==> config.mk <==
export PLATFORM = sky130hd
export DESIGN_NAME = pcgen_flat
export DESIGN_NICKNAME = d
export VERILOG_FILES = /design/src/rtl/pcgen_if.sv /design/src/rtl/pcgen.sv /design/src/flat_wrapper.sv
export SDC_FILE = /design/constraint.sdc
export NUM_CORES = 1
export LEC_CHECK = 0
export CORE_AREA = 2 2 114 116
export DETAILED_ROUTE_END_ITERATION = 10
export DIE_AREA = 0 0 116 118
export PLACE_DENSITY = 0.68
export SYNTH_ARGS = -nofsm -noshare
export SYNTH_HDL_FRONTEND = slang
export SYNTH_SLANG_ARGS = --single-unit
==> constraint.sdc <==
create_clock -name clk -period 3.8 [get_ports clk]
set_input_delay 0.95 -clock clk [delete_from_list [all_inputs] [get_ports clk]]
set_output_delay 0.95 -clock clk [all_outputs]
set_load 0.1 [all_outputs]
==> src/rtl/pcgen_if.sv <==
// Shared core width and the AXI-Stream style handshake bundle used between fetch stages.
// Data moves only in a cycle where tvalid and tready are both high.
package offnariscv_pkg;
    localparam int unsigned XLEN = 32;
endpackage

interface axis_if #(
    parameter int unsigned TDATA_WIDTH = 32
);
    logic [TDATA_WIDTH-1:0] tdata;
    logic                   tvalid;
    logic                   tready;

    modport m (output tdata, output tvalid, input tready);
    modport s (input tdata, input tvalid, output tready);
endinterface

==> src/rtl/pcgen.sv <==
// Fetch PC generator: registered next PC, redirects land one cycle after acceptance.
// Offer is held under back-pressure; redirects are never back-pressured and replace the offer.
module pcgen #(
    parameter int unsigned XLEN = offnariscv_pkg::XLEN,
    parameter logic [XLEN-1:0] RESET_VECTOR = '0
) (
    input  logic        clk,
    input  logic        rst,
    axis_if.m           pcgif_axis_if,
    axis_if.s           current_pc_axis_if,
    axis_if.s           redirect_axis_if,
    output logic        invalidate,
    output logic        redirect_misaligned,
    output logic [31:0] fetch_count
);

    typedef enum logic {RUN, FLUSH} state_t;

    state_t          state_q, state_d;
    logic [XLEN-1:0] next_pc_q, next_pc_d;
    logic [XLEN-1:0] target_q, target_d;
    logic            misalign_q, misalign_d;
    logic [31:0]     fetch_count_q, fetch_count_d;

    logic            pc_hs;
    logic            redir_hs;
    logic [XLEN-1:0] redir_target;
    logic            current_pc_unused;

    // The current-PC channel is an always-ready sink reserved for a future BTB; its payload is not consumed.
    assign current_pc_axis_if.tready = 1'b1;
    assign current_pc_unused = ^{current_pc_axis_if.tdata, current_pc_axis_if.tvalid};

    assign redirect_axis_if.tready = !rst;

    // Offer is a pure function of registered state, so tready never reaches tvalid/tdata.
    assign pcgif_axis_if.tvalid = 1'b1;
    assign pcgif_axis_if.tdata  = (state_q == FLUSH) ? target_q : next_pc_q;

    assign pc_hs        = pcgif_axis_if.tvalid && pcgif_axis_if.tready;
    assign redir_hs     = redirect_axis_if.tvalid && redirect_axis_if.tready;
    assign redir_target = {redirect_axis_if.tdata[XLEN-1:2], 2'b00};

    always_comb begin
        state_d       = state_q;
        next_pc_d     = next_pc_q;
        target_d      = target_q;
        misalign_d    = redir_hs && (redirect_axis_if.tdata[1:0] != 2'b00);
        fetch_count_d = pc_hs ? fetch_count_q + 32'd1 : fetch_count_q;

        unique case (state_q)
            RUN: begin
                // A redirect wins; the increment of the stale PC is dropped.
                if (redir_hs) begin
                    target_d = redir_target;
                    state_d  = FLUSH;
                end else if (pc_hs) begin
                    next_pc_d = next_pc_q + XLEN'(4);
                end
            end
            FLUSH: begin
                if (redir_hs) begin
                    target_d = redir_target;
                end else if (pc_hs) begin
                    next_pc_d = target_q + XLEN'(4);
                    state_d   = RUN;
                end
            end
            default: state_d = RUN;
        endcase
    end

    // Fetch unit fetches RESET_VECTOR itself, so the first offer is the following word.
    always_ff @(posedge clk) begin
        if (rst) begin
            state_q       <= RUN;
            next_pc_q     <= RESET_VECTOR + XLEN'(4);
            target_q      <= '0;
            misalign_q    <= 1'b0;
            fetch_count_q <= '0;
        end else begin
            state_q       <= state_d;
            next_pc_q     <= next_pc_d;
            target_q      <= target_d;
            misalign_q    <= misalign_d;
            fetch_count_q <= fetch_count_d;
        end
    end

    assign invalidate          = (state_q == FLUSH);
    assign redirect_misaligned = misalign_q;
    assign fetch_count         = fetch_count_q;

endmodule

==> src/flat_wrapper.sv <==
// flat-port wrapper written by rule: the top's interface ports become plain ports
module pcgen_flat 
#(
    parameter int unsigned XLEN = offnariscv_pkg::XLEN,
    parameter logic [XLEN-1:0] RESET_VECTOR = '0
)
  (clk, rst, invalidate, redirect_misaligned, fetch_count, pcgif_axis_if_tdata, pcgif_axis_if_tvalid, pcgif_axis_if_tready, current_pc_axis_if_tdata, current_pc_axis_if_tvalid, current_pc_axis_if_tready, redirect_axis_if_tdata, redirect_axis_if_tvalid, redirect_axis_if_tready);
  axis_if #(.TDATA_WIDTH(32)) pcgif_axis_if_i ();
  axis_if #(.TDATA_WIDTH(32)) current_pc_axis_if_i ();
  axis_if #(.TDATA_WIDTH(32)) redirect_axis_if_i ();
  input  logic clk;
  input  logic rst;
  output logic invalidate;
  output logic redirect_misaligned;
  output logic [31:0] fetch_count;
  output wire logic [$bits(pcgif_axis_if_i.tdata)-1:0] pcgif_axis_if_tdata;
  output wire logic [$bits(pcgif_axis_if_i.tvalid)-1:0] pcgif_axis_if_tvalid;
  input wire logic [$bits(pcgif_axis_if_i.tready)-1:0] pcgif_axis_if_tready;
  input wire logic [$bits(current_pc_axis_if_i.tdata)-1:0] current_pc_axis_if_tdata;
  input wire logic [$bits(current_pc_axis_if_i.tvalid)-1:0] current_pc_axis_if_tvalid;
  output wire logic [$bits(current_pc_axis_if_i.tready)-1:0] current_pc_axis_if_tready;
  input wire logic [$bits(redirect_axis_if_i.tdata)-1:0] redirect_axis_if_tdata;
  input wire logic [$bits(redirect_axis_if_i.tvalid)-1:0] redirect_axis_if_tvalid;
  output wire logic [$bits(redirect_axis_if_i.tready)-1:0] redirect_axis_if_tready;
  assign pcgif_axis_if_tdata = pcgif_axis_if_i.tdata;
  assign pcgif_axis_if_tvalid = pcgif_axis_if_i.tvalid;
  assign pcgif_axis_if_i.tready = pcgif_axis_if_tready;
  assign current_pc_axis_if_i.tdata = current_pc_axis_if_tdata;
  assign current_pc_axis_if_i.tvalid = current_pc_axis_if_tvalid;
  assign current_pc_axis_if_tready = current_pc_axis_if_i.tready;
  assign redirect_axis_if_i.tdata = redirect_axis_if_tdata;
  assign redirect_axis_if_i.tvalid = redirect_axis_if_tvalid;
  assign redirect_axis_if_tready = redirect_axis_if_i.tready;
  pcgen #(.XLEN(XLEN), .RESET_VECTOR(RESET_VECTOR)) u_core (.clk(clk), .rst(rst), .pcgif_axis_if(pcgif_axis_if_i), .current_pc_axis_if(current_pc_axis_if_i), .redirect_axis_if(redirect_axis_if_i), .invalidate(invalidate), .redirect_misaligned(redirect_misaligned), .fetch_count(fetch_count));
endmodule
After elaboration in Yosys (flattened, before gate mapping)

Index checks and enable logic that the tools add are counted.

Input bits: 69
Register bits after elaboration: 98

Eq/ne operators: 4
Muxes and demuxes: 11
Bitwise gates (word level): 1
$add $sub $neg: 3
Reduce and logical (&&, ||, !) cells: 5

Operator list:

| kind                  | count |
|---|---|
| $mux 32               | 6 |
| $add 32x3->32 const B | 2 |
| $pmux 32 s2           | 1 |
| $add 32x1->32 const B | 1 |
| $ne 2x2->1 const B    | 4 |
| $reduce_and 4->1      | 1 |
| $mux 1                | 3 |
| $logic_and 1x1->1     | 2 |
| $pmux 1 s2            | 1 |
| $reduce_bool 2->1     | 1 |
| $logic_not 1->1       | 1 |
| $not 1->1             | 1 |

Longest topological paths before layout

Gate-level depths: netlist of run 1.

Word-level depth: 4
Mapped depth: 12

Least setup slack after synthesis of run 1

Ideal clock, no wire load.

Path kind: register -> register
Start point: register u_core.state_q, in the netlist u_core.invalidate
End point: register u_core.next_pc_q[22]
Setup slack: -0.436 ns
Cell stages (with the launch flop): 13
Arrival time: 4.119 ns
Required time: 3.683 ns
Buffers on the path: 5
Path through: dfxtp_1 > buf_6 > buf_4 > buf_2 > buf_2 > buf_2 > mux2_2 > ha_1 > nand4_1 > a221oi_4 > nand2_1 > or4_1 > a32o_1

Longest elaborated chain between the ends: 3
Elaborated cells between the ends (all ways): 7
Classes of those cells: eq/ne: 4; mux: 1; bitwise: 1; reduce/logical: 1

Ends and longest elaborated chain:

| element                           | RTL line    | RTL |
|---|---|---|
| from (decl)                       | pcgen.sv:19 | `state_t state_q, state_d;` |
| from (signal assigned)            | pcgen.sv:82 | `state_q <= state_d;` |
| $not 1->1                         | -           |  |
| $ne 2x2->1 (no source line)       | -           |  |
| $reduce_and 4->1 (no source line) | -           |  |
| to (signal assigned)              | pcgen.sv:77 | `next_pc_q <= RESET_VECTOR + XLEN'(4);` |
| to (signal assigned)              | pcgen.sv:83 | `next_pc_q <= next_pc_d;` |
| to (decl)                         | pcgen.sv:20 | `logic [XLEN-1:0] next_pc_q, next_pc_d;` |

Several ways; a longest one is shown, not always the timed one.
A chain may end at the register's enable or synchronous reset.

Worst setup path after layout of run 1

Start point: register u_core.state_q, in the netlist u_core.invalidate
End point: output pcgif_axis_if_tdata[24]

Longest elaborated chain between the ends: 1

Ends and longest elaborated chain:

| element   | RTL line           | RTL |
|---|---|---|
| $mux 32   | pcgen.sv:38        | `assign pcgif_axis_if.tdata = (state_q == FLUSH) ? target_q : next_pc_q;` |
| to (decl) | flat_wrapper.sv:16 | `output wire logic [$bits(pcgif_axis_if_i.tdata)-1:0] pcgif_axis_if_tdata;` |

No other way between the ends.

==> results of run 1 <==
==> critical path, stage by stage, from the launching register on <==
cell,delay [ps]
dfxtp_2,530
buf_4,540
mux2i_1,350
inv_1,160
buf_4,260
==> kinds of logic (layout without fill, tap and decap cells) <==
kind of cell               Yosys count  after routing  share of synthesized area [%]
and+or+nand+nor                    241            241                           25.9
adders and majority gates            2              2                          0.514
DFF                                 94             94                           38.7
muxes                               65             65                           13.9
other                                2              4                          0.154
AOI/OAI and AO/OA                   57             57                           9.31
xor gates and xnor gates            38             38                           6.84
buffers and inverters               53            141                           4.78
==> path summary, 6_finish.rpt <==
check	from	end	slack, ps	cells after the start
worst min-delay path	u_core.next_pc_q[8]$_SDFFE_PP0P_	u_core.next_pc_q[8]$_SDFFE_PP0P_	470	2
worst max-delay path	u_core.invalidate$_SDFF_PP0_	pcgif_axis_if_tdata[24]	640	4
worst max register to register	u_core.invalidate$_SDFF_PP0_	u_core.next_pc_q[24]$_SDFFE_PP0P_	920	6
worst min register to register	u_core.next_pc_q[8]$_SDFFE_PP0P_	u_core.next_pc_q[8]$_SDFFE_PP0P_	470	2
==> flip-flops by register name (all words and copies together) (netlist names) <==
| register | flops |
|---|---|
| u_core.target_q | 30 |
| u_core.fetch_count | 32 |
| u_core.invalidate | 1 |
| u_core.next_pc_q | 30 |
| u_core.redirect_misaligned | 1 |
==> layout make-up <==
type,instances,area [sq um]
clock inverter,3,67.6
fill,1166,6170
inverter,15,56.3
tap,172,215
clock buffer,13,250
timing repair buffer,110,998
sequential,94,1880
multi-input combinational,407,2770
==> cells in the final DEF (no fill, tap or decap), types with 5 or more instances in the layout <==
cell type / count
o21ai_0: 5
mux2i_1: 46
o211ai_1: 5
or4_1: 7
mux2_2: 17
dfxtp_1: 93
nor2_1: 74
nand4_1: 29
inv_1: 15
and4_1: 6
clkdlybuf4s50_1: 66
and3_1: 8
xnor2_1: 14
nand4b_1: 9
xor2_1: 24
clkbuf_16: 9
buf_4: 41
nand3_1: 35
a21oi_1: 11
nand2_1: 48
==> metrics by stage <==
stage / hold WS (ps) / cell area [sq um] / power [mW]
6_report: 469 / 6240 / 2.44
5_1_grt: 504 / 6240 / 2.53
4_1_cts: 469 / 6240 / 2.46
3_5_place_dp: 455 / 5930 / 1.48
3_3_place_gp: 447 / 5930 / 1.47
2_1_floorplan: 431 / 4880 / 1.37
==> power breakdown <==
group | leakage (nW) | switching, mW | internal [mW]
registers | 0.766 | 0.0349 | 1.02
clock network | 0.150 | 0.385 | 0.596
logic | 1.65 | 0.280 | 0.122
==> metal layers <==
| layer | vias up | wire [um] |
|---|---|---|
| met1 | 2122 | 5420 |
| met5 | - | 0 |
| met3 | 16 | 869 |
| met4 | 0 | 243 |
| met2 | 119 | 6210 |
| li1 | 2147 | - |
==> results.json, run 1 <==
{
  "status": "completed",
  "rsz0062_at_grt": "false",
  "path_clk_slew_ps": 60,
  "worstMarginPinSlew_ps": 1000,
  "die_x_um": 116,
  "synth_area_sq_mm": 0.00487,
  "cts_setup_buffers": 0,
  "htreeDepth": 3,
  "synth_top_area_cell": "dfxtp_1",
  "skew_ps": 6.93,
  "drt_first_pass_iters": 4,
  "path_max_fanout": 50,
  "drv_cap": 0,
  "avgSynthCellArea_sq_um": 8.82,
  "ant_nets": 0,
  "slew_viol_final": 0,
  "p_leak_nw": 2.57,
  "cts_buffer_depth": 2,
  "coreArea_sq_mm": 0.0124,
  "dieArea_sq_mm": 0.0137,
  "min_path_type": "flip-flop to flip-flop",
  "clock-root-buffer": "clkbuf_16",
  "rows": 41,
  "slew_headroom_pct": 33.0,
  "pin_count": 138,
  "synthTopCellsByArea": "dfxtp_1 (39%), mux2i_1 (9.5%), nor2_1 (5.7%)",
  "cp.required_ps": 2850,
  "grtUsageMet3_pct": 5.30,
  "drt_iter0_drc": 186,
  "die_h_um": 118,
  "grt_pass1_vias": 4276,
  "timing.final.ws_setup_ps": 637,
  "grt_pass1_wl_um": 20700,
  "worst_setup_path_end_kind": "primary output",
  "fin_setup_tns_ps": 0,
  "fin_crit_ps": 3160,
  "initial_core_util_pct": 39.2,
  "finalNonFillerCells": 814,
  "critPathLaunchType": "flip-flop",
  "place_congestion": 0.885,
  "cts_tree": "done",
  "p_per_area_mw_per_mm2": 390,
  "holdBufCountCts": 0,
  "use_met2_pct": 31.5,
  "grt_busiest_layer": "met2",
  "synth_top_area_share_pct": 38.7,
  "synth_edf_count": 0,
  "fin_util_pct": 50.3,
  "synth.most_common_cell": "dfxtp_1",
  "dp_cells": 798,
  "insertion_delay_ps": 350,
  "setup_viol": 0,
  "ir_drop_mv": 0.157,
  "finalCritPeriodShare_pct": 83.2,
  "grt_overflow": 0,
  "avgViaCountPerCell": 5.41,
  "track_usage_pct": 19.0,
  "place_ws_ps": 704,
  "grt_use_met1_pct": 22.9,
  "grt_max_degree": 60,
  "post_drt_wl_per_cell_um": 15.6,
  "ctsResizeCount": 0,
  "fmax_mhz": 316,
  "async_flop_share_pct": 0,
  "diodes": 0,
  "drive_gt1_share_pct": 13.4,
  "vias": 4404,
  "synthFlopType": "dfxtp_1",
  "cp_data_arrival_time_ps": 2210,
  "yosysUniqueCellTypes": 55,
  "hpwl_um": 8970,
  "cts_buffers": 9,
  "drc": 0,
  "io_buffers": 100,
  "cts_sinks": 94,
  "ys_ff_latch": 94,
  "yosysSeqAreaShare_pct": 38.7,
  "area_growth_pct": 28.3,
  "synth_cells": 552,
  "antenna_found_initial": 0,
  "hold_viol_final": 0,
  "wirelength_um": 12700,
  "critical_path_class": "flip-flop to primary output",
  "ys_warn_count": 0,
  "synthTopCellsByCount": "dfxtp_1 (94), nor2_1 (74), nand2_1 (48)",
  "nets": 708
}
No activity file was read; power rests on OpenSTA's default activity.
==> inputs of run 2 (changes only) <==
Settings changed: PLACE_DENSITY 0.68 to 0.7.
Clock period 3.8 ns to 2.8 ns, I/O delays scaled along.
==> results.json, run 2 (synthesized netlist as in run 1, its figures left out) <==
{
  "crit_start": "u_core.invalidate$_SDFF_PP0_",
  "worst_setup_path_end_kind": "primary output",
  "die_x_um": 116,
  "r2r_end": "u_core.next_pc_q[31]$_SDFFE_PP0P_",
  "holdWs_ps": 460,
  "filler_cell_count": 1137,
  "nets": 719,
  "regToRegStartpoint": "u_core.invalidate$_SDFF_PP0_",
  "drt_first_pass_iters": 5,
  "p_per_area_mw_per_mm2": 509,
  "fin_util_pct": 53.7,
  "setup_viol": 0,
  "design_power_total_mw": 3.39,
  "antenna_found_initial": 0,
  "hold_viol_final": 0,
  "rr_worst_depth": 6,
  "path_clk_slew_ps": 70,
  "ff2ff_setup_slack_ps": 280,
  "finalCritPeriodShare_pct": 95.1,
  "fmax_mhz": 376,
  "track_usage_pct": 19.0,
  "crit_chain": "mux2i_1, inv_1, buf_12",
  "grt_pass1_vias": 4354,
  "insertion_delay_ps": 350,
  "slowest_delay_ps": 630,
  "cp_slowest_cell": "mux2i_1",
  "htreeDepth": 3,
  "fin_setup_tns_ps": 0,
  "cts_tree": "done",
  "worstMarginPinSlew_ps": 942,
  "path_max_fanout": 29,
  "rsz0062_at_grt": "false",
  "area_growth_pct": 36.9,
  "io_buffers": 100,
  "cts_buffers": 9,
  "cp.required_ps": 2100,
  "place_congestion": 0.839,
  "crit_end": "pcgif_axis_if_tdata[8]",
  "post_drt_wl_per_cell_um": 15.5,
  "cts_setup_buffers": 0,
  "drt_iter0_drc": 219,
  "grt_pass1_wl_um": 21000,
  "hpwl_um": 9230,
  "cp_data_arrival_time_ps": 1960,
  "dieArea_sq_mm": 0.0137,
  "rows": 41,
  "cts_sinks": 94,
  "fin_crit_ps": 2660,
  "skew_ps": 11.6,
  "holdBufCountCts": 0,
  "slew_headroom_pct": 37.0,
  "die_h_um": 118,
  "grt_max_degree": 36,
  "critical_path_class": "flip-flop to primary output",
  "slew_viol_final": 0,
  "drc": 0,
  "critPathLaunchType": "flip-flop",
  "layout_commonest_cell": "dfxtp_1",
  "ctsResizeCount": 0,
  "cts_buffer_depth": 2,
  "min_path_type": "flip-flop to flip-flop",
  "ant_nets": 0,
  "grt_overflow": 0,
  "ir_drop_mv": 0.291,
  "clock-root-buffer": "clkbuf_16",
  "wirelength_um": 12800,
  "avgViaCountPerCell": 5.37,
  "whs_path_depth": 2,
  "vias": 4428,
  "drive_gt1_share_pct": 20.5,
  "initial_core_util_pct": 39.2,
  "most-common-layout-cells": "dfxtp_1 (93), nor2_1 (74), buf_4 (53)",
  "coreArea_sq_mm": 0.0124,
  "status": "completed",
  "largest_reg_flops": 32,
  "drv_cap": 0,
  "p_leak_nw": 2.79,
  "pin_count": 138,
  "diodes": 0
}
run 2: cell count changes in the layout (fill, tap and decap cells not counted), moves of 2 or more:
cell and change:
clkdlybuf4s50_1 -33, buf_12 +32, buf_4 +12, clkbuf_1 -3
o311ai_0 -2, o311ai_1 +2
run 2: per-layer routing:
layer	global-route usage [%]	wire (um)	share of wire (%)
met5	0	0	0
met2	31.5	6290	49
met4	7.37	208	1.6
met3	5.46	916	7.2
met1	23.1	5360	42
run 2: stage by stage:
step           cells  setup slack (ps)  area, sq um
6_report         825               138         6660
5_1_grt          825              57.1         6660
4_1_cts          825               118         6660
3_5_place_dp     809               232         6340
3_3_place_gp     809               244         6340
2_1_floorplan    554              -366         4920
run 2: how the worst min path moves through the flow:
stage	start	endpoint	slack, ps
4_1_cts	u_core.next_pc_q[8]$_SDFFE_PP0P_	u_core.next_pc_q[8]$_SDFFE_PP0P_	470
3_5_place_dp	u_core.next_pc_q[31]$_SDFFE_PP0P_	u_core.next_pc_q[31]$_SDFFE_PP0P_	460
5_1_grt	u_core.next_pc_q[31]$_SDFFE_PP0P_	u_core.next_pc_q[31]$_SDFFE_PP0P_	490
3_3_place_gp	u_core.next_pc_q[8]$_SDFFE_PP0P_	u_core.next_pc_q[8]$_SDFFE_PP0P_	450
2_1_floorplan	u_core.next_pc_q[8]$_SDFFE_PP0P_	u_core.next_pc_q[8]$_SDFFE_PP0P_	430
6_report	u_core.next_pc_q[8]$_SDFFE_PP0P_	u_core.next_pc_q[8]$_SDFFE_PP0P_	460
run 2: where the power goes:
part           total (mW)  switching [mW]  internal [mW]
sequential           1.43          0.0512           1.38
clock                1.33           0.548          0.785
combinational       0.624           0.393          0.231
total                3.39           0.993           2.40
run 2: layout make-up:
class / count / area, sq um / share of cell area (%)
multi-input combinational: 407 / 2790 / 41.8
clock buffer: 9 / 225 / 3.38
clock inverter: 7 / 95.1 / 1.43
inverter: 15 / 56.3 / 0.845
tap: 172 / 215 / 3.23
timing repair buffer: 121 / 1400 / 21.0
sequential: 94 / 1890 / 28.3
run 2: worst max-delay path, delay by kind of cell (launching register included):
kind,cells,cell delay (ps)
buffers and inverters,2,390
flip-flops,1,570
multiplexers,1,630
==> inputs of run 3 (changes only) <==
Settings changed: CTS_CLUSTER_SIZE from default to 20.
==> results of run 3 <==
Same layout as run 2: the final DEF is identical, and so are final timing and power.
